`src/rtl/strip_frame_sequencer.sv`:
```
// -----------------------------------------------------------------------------
// strip_frame_sequencer
//
// Frame-level controller for the 8-strip LED wall shift-register driver.
// For each LED and each of its 24 colour bits (G7..G0, R7..R0, B7..B0) it
// fetches an 8-bit slice (one bit per strip) from the frame store. It then
// plays the WS2812 bit as three phases of PHASE_CYC cycles each:
// all-high (0xFF), data (the slice) and all-low (0x00).
//
// Each phase byte is shifted MSB first into an external 8-bit shift
// register (ser_out / sr_clk) and latched with r_clk. A frame ends with a
// RESET_CYC-cycle gap that shifts and latches 0x00 and then holds all lines
// low.
//
// Optional build macro:
//   FRAME_REPEAT_EN - at the end of the gap, restart the frame from LED 0
//                     instead of returning to idle. The loop runs until
//                     Reset is asserted.
//
// Ports:
//   clk_100     in   100 MHz system clock
//   Reset       in   asynchronous active-low reset
//   start       in   single-cycle frame start request (ignored while busy)
//   num_leds    in   LEDs per strip; captured on an accepted start
//   pix_req     out  pixel slice request, held until pix_ack or deadline
//   pix_led     out  LED index of the request
//   pix_bit     out  bit sequence number 0..23 of the request
//   pix_ack     in   one-cycle acknowledge, pix_data valid alongside
//   pix_data    in   bit s = colour bit for strip s
//   ser_out     out  shift-register serial data
//   sr_clk      out  shift-register shift clock
//   r_clk       out  shift-register latch clock
//   busy        out  frame in progress
//   frame_done  out  one-cycle pulse at end of frame
//   underrun    out  sticky: a slice fetch missed its deadline
// -----------------------------------------------------------------------------
module strip_frame_sequencer #(
  parameter int LED_W     = 10,
  parameter int PHASE_CYC = 40,
  parameter int RESET_CYC = 6000
) (
  input  logic             clk_100,
  input  logic             Reset,
  input  logic             start,
  input  logic [LED_W-1:0] num_leds,
  output logic             pix_req,
  output logic [LED_W-1:0] pix_led,
  output logic [4:0]       pix_bit,
  input  logic             pix_ack,
  input  logic [7:0]       pix_data,
  output logic             ser_out,
  output logic             sr_clk,
  output logic             r_clk,
  output logic             busy,
  output logic             frame_done,
  output logic             underrun
);

  localparam int PC_MAX = (RESET_CYC > PHASE_CYC) ? RESET_CYC : PHASE_CYC;
  localparam int PC_W   = $clog2(PC_MAX);

  localparam logic [PC_W-1:0] PH_LAST  = PC_W'(PHASE_CYC - 1);
  localparam logic [PC_W-1:0] GAP_LAST = PC_W'(RESET_CYC - 1);
  localparam logic [PC_W-1:0] SHIFT_END = PC_W'(32);
  localparam logic [PC_W-1:0] LATCH_A  = PC_W'(33);
  localparam logic [PC_W-1:0] LATCH_B  = PC_W'(34);
  localparam logic [4:0]      LAST_BIT = 5'd23;

  typedef enum logic [2:0] {
    IDLE    = 3'd0,
    PH_HI   = 3'd1,
    PH_DATA = 3'd2,
    PH_LO   = 3'd3,
    GAP     = 3'd4
  } state_t;

  state_t           state_q, state_d;
  logic [PC_W-1:0]  pc_q, pc_d;
  logic [LED_W-1:0] led_q, led_d;
  logic [4:0]       bit_q, bit_d;
  logic [LED_W-1:0] num_q, num_d;
  logic [7:0]       data_q, data_d;
  logic             req_q, req_d;
  logic             und_q, und_d;
  logic             done_q, done_d;
  logic             ser_q, ser_d;
  logic             srclk_q, srclk_d;
  logic             rclk_q, rclk_d;
  logic             busy_q, busy_d;
  logic [7:0]       byte_d;

  // Sequencing, fetch handshake and frame control
  always_comb begin
    state_d = state_q;
    pc_d    = pc_q;
    led_d   = led_q;
    bit_d   = bit_q;
    num_d   = num_q;
    data_d  = data_q;
    req_d   = req_q;
    und_d   = und_q;
    done_d  = 1'b0;

    // An outstanding request ends on ack, or at the last PH_HI cycle.
    // A missed deadline plays the slice as all-zero and flags the underrun.
    if (req_q) begin
      if (pix_ack) begin
        req_d  = 1'b0;
        data_d = pix_data;
      end else if (state_q == PH_HI && pc_q == PH_LAST) begin
        req_d  = 1'b0;
        data_d = 8'h00;
        und_d  = 1'b1;
      end
    end

    case (state_q)
      IDLE: begin
        if (start && num_leds != '0) begin
          num_d   = num_leds;
          und_d   = 1'b0;
          state_d = PH_HI;
          pc_d    = '0;
          led_d   = '0;
          bit_d   = '0;
          req_d   = 1'b1;
        end
      end

      PH_HI, PH_DATA, PH_LO: begin
        if (pc_q == PH_LAST) begin
          pc_d = '0;
          if (state_q == PH_HI) begin
            state_d = PH_DATA;
          end else if (state_q == PH_DATA) begin
            state_d = PH_LO;
          end else if (bit_q != LAST_BIT) begin
            bit_d   = bit_q + 5'd1;
            state_d = PH_HI;
            req_d   = 1'b1;
          end else if (led_q != num_q - LED_W'(1)) begin
            led_d   = led_q + LED_W'(1);
            bit_d   = '0;
            state_d = PH_HI;
            req_d   = 1'b1;
          end else begin
            state_d = GAP;
          end
        end else begin
          pc_d = pc_q + PC_W'(1);
        end
      end

      GAP: begin
        if (pc_q == GAP_LAST) begin
          pc_d   = '0;
          done_d = 1'b1;
`ifdef FRAME_REPEAT_EN
          state_d = PH_HI;
          led_d   = '0;
          bit_d   = '0;
          req_d   = 1'b1;
`else
          state_d = IDLE;
`endif
        end else begin
          pc_d = pc_q + PC_W'(1);
        end
      end

      default: state_d = IDLE;
    endcase
  end

  // Line decode from the next state, so that the external clocks come
  // straight from flops (glitch-free) and stay aligned with state_q/pc_q.
  always_comb begin
    byte_d  = 8'h00;
    ser_d   = 1'b0;
    srclk_d = 1'b0;
    rclk_d  = 1'b0;
    busy_d  = (state_d != IDLE);
    case (state_d)
      PH_HI:   byte_d = 8'hFF;
      PH_DATA: byte_d = data_d;
      default: byte_d = 8'h00;
    endcase
    if (state_d != IDLE) begin
      if (pc_d < SHIFT_END) begin
        // Four cycles per bit, MSB first: ~pc[4:2] == 7-k.
        // The shift clock is high in the last two cycles of each bit.
        ser_d   = byte_d[~pc_d[4:2]];
        srclk_d = pc_d[1];
      end
      rclk_d = (pc_d == LATCH_A) || (pc_d == LATCH_B);
    end
  end

  always_ff @(posedge clk_100 or negedge Reset) begin
    if (!Reset) begin
      state_q <= IDLE;
      pc_q    <= '0;
      led_q   <= '0;
      bit_q   <= '0;
      num_q   <= '0;
      data_q  <= '0;
      req_q   <= 1'b0;
      und_q   <= 1'b0;
      done_q  <= 1'b0;
      ser_q   <= 1'b0;
      srclk_q <= 1'b0;
      rclk_q  <= 1'b0;
      busy_q  <= 1'b0;
    end else begin
      state_q <= state_d;
      pc_q    <= pc_d;
      led_q   <= led_d;
      bit_q   <= bit_d;
      num_q   <= num_d;
      data_q  <= data_d;
      req_q   <= req_d;
      und_q   <= und_d;
      done_q  <= done_d;
      ser_q   <= ser_d;
      srclk_q <= srclk_d;
      rclk_q  <= rclk_d;
      busy_q  <= busy_d;
    end
  end

  assign pix_req    = req_q;
  assign pix_led    = led_q;
  assign pix_bit    = bit_q;
  assign ser_out    = ser_q;
  assign sr_clk     = srclk_q;
  assign r_clk      = rclk_q;
  assign busy       = busy_q;
  assign frame_done = done_q;
  assign underrun   = und_q;

endmodule

```
`config.mk`:
```
export PLATFORM = sky130hd
export DESIGN_NAME = strip_frame_sequencer
export DESIGN_NICKNAME = d
export VERILOG_FILES = /design/src/rtl/strip_frame_sequencer.sv
export SDC_FILE = /design/constraint.sdc
export NUM_CORES = 1
export LEC_CHECK = 0
export CAP_MARGIN = 20
export CORE_ASPECT_RATIO = 0.7
export CORE_UTILIZATION = 35
export DETAILED_ROUTE_END_ITERATION = 8
export GPL_TIMING_DRIVEN = 0
export MAX_ROUTING_LAYER = met4
export PLACE_DENSITY = 0.59
export SLEW_MARGIN = 20
export SYNTH_ARGS = -nofsm -noshare
export SYNTH_HDL_FRONTEND = slang
export SYNTH_SLANG_ARGS = --single-unit
```
`constraint.sdc`:
```
create_clock -name clk_100 -period 4.1 [get_ports clk_100]
set_input_delay 0.41 -clock clk_100 [delete_from_list [all_inputs] [get_ports clk_100]]
set_output_delay 0.41 -clock clk_100 [all_outputs]
set_load 0.005 [all_outputs]
```
==> metrics, run 1 <==
outcome complete, no violations; wire length of the first global-routing pass 13,300 um; delay of the slowest cell on the worst path between 0.5 and 0.6 ns; routed vias 2,783; critical path fanouts, max 8; maximum clock path buffer count 2; maximum clock rate about 0.28 GHz; Slowest-stage cell, CP or4b_4; crit path launch type flop; ordered cell list for the critical path buf_6 -> or4b_4 -> o41ai_4 -> o21ai_2 -> a21o_1 -> a21oi_2 -> or3b_1 -> or4_4 -> or4_1 -> o22ai_1; Cell Rows 28; number of sinks handled by clock tree synthesis between 50 and 60; mean cell area of the mapped netlist 9.41 um2; Final nets approximately 420; worst-case register-to-register setup slack 0.49 ns; worst flop-to-flop path startpoint pc_q[7]; FF+latch count, synth 56; WP buf/inv 1; Post-Synthesis Cells approximately 350; total of buffers placed on input and output ports 43; FILL cells ~850; clock transition at the register clock pins on the worst setup and hold paths after CTS around 0.080 ns; final wirelength ~8000 um; Syn Nets around 370; logic depth of the worst register-to-register path 10; final period demand of the worst path about 3.6 ns; Synthesis Warnings 0; RePlAce Congestion 0.831; setup slack of the critical path after layout around 0.49 ns; core outline area approximately 0.0087 mm2; number of I/O pins 44; sequential area share after synthesis 43.2%; commonest cells after routing, fill and taps aside dfrtp_1, clkdlybuf4s50_1, nand2_1, o21ai_0, nor2_1; most common library cell in the layout ignoring fill and taps dfrtp_1; total of cells resized after clock tree synthesis 0; share of synthesized flip-flops with an asynchronous set or reset 100%; number of violations reported at the end of detailed-routing iteration 0 between 150 and 200; drt via density around 5.4; standby leakage power between 1.5 and 2 nW; area taken by multi-input logic gates between 0.0015 and 0.002 mm2; first-pass detailed-route iteration total 4; initial core utilization 37.2%; global router's overall resource usage between 10% and 20%; post-CTS repair timing setup buffer count 0; Period Utilization, post-route 88.0%; arrival time reported for the critical path endpoint 3.83 ns; number of flops mapped to enable cells by yosys 0; pin count of the biggest net entering global routing 32; remaining antenna violation count 0; capturing element type of the critical path flop; fin. max-slew vios 0; DRC errors left 0; total half-perimeter wirelength after legalization and detailed placement 6130 um; clock root buffer clkbuf_16; slew at the pin with the worst max-slew slack about 0.85 ns; cts-stage hold buffer count 0; via count of the first global-routing pass roughly 2,500; count of distinct cell types in the synthesized netlist 60; layout cell share with drive strength beyond 1 approximately 8%; synthesized cell area approximately 0.0032 mm2; Reg-to-Reg End ser_out; setup TNS 0 ns; antenna violations before repair 0; RSZ-0062 raised after global routing false; CTS tree done; number of H-tree levels 2; die outline area ~0.0097 mm2; required time of the worst setup path ~4.3 ns; Horiz. Die Dim around 120 um; register area between 0.001 and 0.0015 mm2; clock tree skew after final layout approximately 0.0084 ns; crit path kind flop to flop; Max Cap Violations 0; largest delay contributor family on the critical path simple AND/OR/NAND/NOR gates; Power Total 2.52 mW; worst slack at placement roughly 0.48 ns; PwrDens 631 mW/mm2; CTS buffer count 5; chip height 82.6 um; top_reg_cell synth dfrtp_1; relative area change from synthesis to final layout 23.1%; clock insertion delay at the later pin of the skew report around 0.3 ns; IR Drop Worst-Case VDD 0.239 mV; Inserted Diodes 0; Slew HR approximately 43%; number of hold-slack violations in the final timing report 0; type of the most critical hold path input port to async pin; average wire per cell in the routed design 15.6 um; setup-violating endpoint count in the final report 0; global route overflow 0; number of logic stages on the critical path including buffering 10
-- power breakdown --
part / internal, mW / switching [mW] / total, mW
Clock: 0.229 / 0.209 / 0.438
Combinational: 0.567 / 0.548 / 1.11
Sequential: 0.746 / 0.225 / 0.971
-- cells in the mapped netlist (2+ instances only) --
cell | number | area, um2
dfrtp_1 | 56 | 1400
nand2_1 | 36 | 135
o21ai_0 | 26 | 130
nor2_1 | 20 | 75.1
clkbuf_1 | 15 | 56.3
a21oi_1 | 12 | 60.1
nor3_1 | 11 | 55.1
xnor2_1 | 11 | 96.3
nand3_1 | 10 | 50.1
a22o_1 | 9 | 78.8
a31oi_1 | 8 | 50.1
inv_1 | 8 | 30.0
mux2_2 | 8 | 90.1
mux2i_1 | 8 | 80.1
nor4_1 | 7 | 43.8
xor2_1 | 7 | 61.3
and3_1 | 6 | 37.5
o31ai_1 | 6 | 45.0
or3_1 | 6 | 37.5
or4_1 | 6 | 45.0
nand4_1 | 5 | 31.3
nor2b_1 | 5 | 31.3
and2_1 | 4 | 25.0
ha_1 | 4 | 50.1
and4_1 | 3 | 26.3
nand2b_1 | 3 | 18.8
nor3b_1 | 3 | 22.5
or2_2 | 3 | 18.8
a211o_1 | 2 | 17.5
a21o_1 | 2 | 15.0
a31o_2 | 2 | 17.5
nand3b_1 | 2 | 15.0
nor4b_1 | 2 | 17.5
nor4bb_1 | 2 | 20.0
o21ai_1 | 2 | 10.0
-- registers in the layout (all words and copies together) (netlist names) --
| name | cells |
|---|---|
| pix_led | 10 |
| frame_done | 1 |
| num_q | 10 |
| state_q | 3 |
| r_clk | 1 |
| pix_bit | 5 |
| ser_out | 1 |
| pc_q | 13 |
| underrun | 1 |
| data_q | 8 |
| sr_clk | 1 |
| pix_req | 1 |
| busy | 1 |
-- layer usage --
| layer | GRT usage, % | wire [um] |
|---|---|---|
| met1 | 30.8 | 4600 |
| met2 | 23.0 | 2990 |
| met3 | 4.23 | 421 |
| met4 | 4.94 | 63 |
| met5 | - | 0 |
-- final cells by class --
class / instances / area share, %
Clock buffer: 6 / 3.22
Buffer: 17 / 1.78
Clock inverter: 2 / 0.407
Multi-Input combinational cell: 264 / 43.8
Tap cell: 120 / 3.76
Timing Repair Buffer: 44 / 11.2
Inverter: 8 / 0.751
Sequential cell: 56 / 35.1
-- logic make-up after synthesis --
logic type	Yosys count	share of synthesized area, %
AND/OR/NAND/NOR	141	23.9
AO/OA/AOI/OAI	85	18.2
flip-flops	56	43.2
buffers and inverters	25	3.12
XOR/XNOR	18	4.86
multiplexers	16	5.24
adder cells (fa/ha/maj)	4	1.54
-- how the worst max path moves through the flow --
stage                           start      end  slack, ns
after floorplan               pc_q[7]  ser_out       0.73
after global placement    num_leds[0]  ser_out       0.46
after detailed placement  num_leds[1]  ser_out       0.48
after CTS                     pc_q[7]  ser_out       0.48
after global routing          pc_q[7]  ser_out       0.32
final                         pc_q[7]  ser_out       0.49
-- metrics by stage --
step,cell area (um2),cells,utilization [%],hold WS [ns]
after floorplan,3250,345,-,0.114
after CTS,3990,517,45.7,0.0248
after global placement,3830,508,43.9,0.485
after detailed placement,3840,509,44.1,0.354
after global routing,4000,517,45.8,0.0346
final,4000,517,45.8,0.0118
Note: power is estimated with default switching activity, not from simulation.
==> run 2, diff against run 1 <==
CAP_MARGIN = default   (was 20)
clock period = 3.5 ns   (was 4.1 ns; I/O delays follow)
==> run 2 against run 1 <==
Net effect:
- flip-flop and latch count unchanged
- total power up 18%
- sequential share of layout area down 0.29 points
- largest cell class unchanged
- clock power up 16%
- highest routed layer unchanged
==> metrics, run 2 (same netlist as run 1, synthesis figures left out) <==
outcome complete, no violations; die outline area 0.00967 mm2 (unchanged); Worst Hold Margin 0.497 ns (+0.485 ns); clock transition at the register clock pins on the worst setup and hold paths after CTS 0.07 ns (about the same); drt via density 5.48 (+1.8%); first-pass detailed-route iteration total 4 (unchanged); CTS buffer count 5 (unchanged); required time of the worst setup path 3.73 ns (-0.60 ns); final period demand of the worst path 3.41 ns (-0.195 ns); PwrDens 740 mW/mm2 (+17%); IR Drop Worst-Case VDD 0.295 mV (+23%); RePlAce Congestion 0.831 (unchanged); DRC errors left 0 (unchanged); Clock Power Share 17.0% (-0.3 points); number of flip-flops in the largest register 13 (unchanged); fraction of power consumed by combinational cells 44.0% (-0.2 points); relative area change from synthesis to final layout 24.3%; standby leakage power 1.62 nW (+0.69%); worst-case register-to-register setup slack 0.09 ns (-0.40 ns); arrival time reported for the critical path endpoint 3.64 ns (-0.19 ns); total of buffers placed on input and output ports 43 (unchanged); initial core utilization 37.2% (unchanged); CTS tree done; number of logic stages on the critical path including buffering 10 (unchanged); routed vias 2,822 (+1.4%); fin. max-slew vios 0 (unchanged); clock insertion delay at the later pin of the skew report 0.30 ns (about the same); setup slack of the critical path after layout 0.0864 ns (-0.405 ns); crit path launch type flop; worst flop-to-flop path startpoint pc_q[7]; Slew HR 43.2% (+0.47 points); internal power 1.82 mW (+18%); cell total after placement 509 (unchanged); number of sinks handled by clock tree synthesis 56 (unchanged); global router's overall resource usage 19.3% (+0.050 points); Max Cap Violations 0 (unchanged); FILL cells 844 (-0.12%); maximum clock path buffer count 2 (unchanged); Slowest-stage cell, CP or4_4; critical path fanouts, max 8 (unchanged); worst slack at placement -0.0869 ns (-0.565 ns); total half-perimeter wirelength after legalization and detailed placement 6130 um (unchanged); core outline area 0.00872 mm2 (unchanged); maximum clock rate 0.293 GHz (+5.7%); logic depth of the worst register-to-register path 10 (unchanged); global route overflow 0 (unchanged); largest delay contributor family on the critical path simple AND/OR/NAND/NOR gates; delay of the slowest cell on the worst path 0.53 ns (about the same); clock tree skew after final layout 0.00820 ns (-0.000181 ns); number of H-tree levels 2 (unchanged); Reg-to-Reg End ser_out; Power Total 2.99 mW (+18%); number of hold-slack violations in the final timing report 0 (unchanged); Horiz. Die Dim 117 um (unchanged); Inserted Diodes 0 (unchanged); WP buf/inv 1 (unchanged); crit path kind flop to flop; antenna violations before repair 0 (unchanged); type of the most critical hold path input port to async pin; share of the core filled with cells 46.3% (+0.46 points); clock root buffer clkbuf_16; filler-free cell count of the finished design 515 (-0.39%); average wire per cell in the routed design 16.0 um (+2.3%); pin count of the biggest net entering global routing 32 (unchanged); register name with the most flops pc_q; final wirelength 8240 um (+1.9%); layout cell share with drive strength beyond 1 10.6% (+2.8 points); switching power of the nets 1.16 mW (+19%); switching fraction of total power 39.0% (+0.073 points); Period Utilization, post-route 97.5% (+9.5 points); number of I/O pins 44 (unchanged); Final nets 420 (-0.47%); number of violations reported at the end of detailed-routing iteration 0 177 (+12%); via count of the first global-routing pass 2,473 (+0.45%); capturing element type of the critical path flop; chip height 82.6 um (unchanged); ordered cell list for the critical path buf_6 -> or4b_4 -> o41ai_4 -> o21ai_2 -> a21o_1 -> a21oi_2 -> or3b_1 -> or4_4 -> or4_1 -> o22ai_2; slew at the pin with the worst max-slew slack 0.843 ns (-0.00691 ns); most common library cell in the layout ignoring fill and taps dfrtp_1; remaining antenna violation count 0 (unchanged); setup-violating endpoint count in the final report 0 (unchanged); commonest cells after routing, fill and taps aside dfrtp_1, clkdlybuf4s50_1, nand2_1, o21ai_0, nor2_1; Cell Rows 28 (unchanged); fraction of power consumed by sequential logic 38.9% (+0.4 points); wire length of the first global-routing pass 13,300 um (+0.32%)
==> run 2: cell types whose count changed in the layout (fill, tap and decap cells not counted), sizes merged <==
| cell | previous run | this run |
|---|---|---|
| dlygate4sd3 | 0 | 1 |
| buf | 4 | 6 |
| clkbuf | 21 | 16 |
==> run 2: cell type report <==
class                      count  area [um2]  area share, %
clock inverter                 2        16.3          0.403
inverter                       8        30.0          0.744
clock buffer                   6         129           3.19
multi-input combinational    264        1780           44.1
buffer                        12        53.8           1.33
sequential                    56        1400           34.8
tap                          120         150           3.72
timing repair buffer          47         473           11.7
==> run 2: what timing repair did <==
| action | CTS | global route |
|---|---|---|
| pin swaps | 1 | 1 |
| hold endpoints to repair | 25 | 0 |
| setup buffers | 1 | 1 |
| gates resized for setup | 1 | 9 |
| hold buffers | 1 | 0 |
| endpoints found under the setup margin | 1 | 7 |
==> run 2: power by group through the flow <==
stage | Sequential [mW] | Clock [mW] | Combinational (mW)
floorplan | 1.07 | 0 | 0.921
global placement | 1.14 | 0 | 1.28
detailed placement | 1.14 | 0 | 1.30
CTS | 1.13 | 0.531 | 1.31
global route | 1.20 | 0.561 | 1.47
finish | 1.16 | 0.509 | 1.32
==> run 2: metrics by stage <==
stage,setup TNS [ns],cell area [um2]
after detailed placement,-0.0928,3840
after global routing,-0.0196,4040
after floorplan,0,3250
after CTS,0,4010
after global placement,-0.0998,3830
final,0,4040
==> run 2: how the worst max path moves through the flow <==
stage / to / from / slack (ns)
6_report: ser_out / pc_q[7] / 0.09
3_3_place_gp: ser_out / pc_q[11] / -0.1
2_1_floorplan: ser_out / pc_q[7] / 0.13
3_5_place_dp: ser_out / pc_q[7] / -0.09
5_1_grt: ser_out / pc_q[7] / -0.02
4_1_cts: ser_out / pc_q[11] / 0.05
==> run 2: per-layer routing <==
metal | part of all wire, % | wire length, um | GRT usage, % | vias to the layer above
li1 | - | - | - | 1379
met1 | 56 | 4650 | 30.8 | 1362
met2 | 38 | 3130 | 23.1 | 76
met3 | 4.8 | 399 | 4.23 | 5
met4 | 0.76 | 63 | 4.94 | 0
met5 | 0 | 0 | - | -
==> run 2: worst register-to-register path: stages, from the launching register on <==
cell and delay [ns]:
dfrtp_1 0.37, buf_6 0.13, or4b_4 0.52, o41ai_4 0.31
o21ai_2 0.16, a21o_1 0.19, a21oi_2 0.14, or3b_1 0.39
or4_4 0.53, or4_1 0.44, o22ai_2 0.16
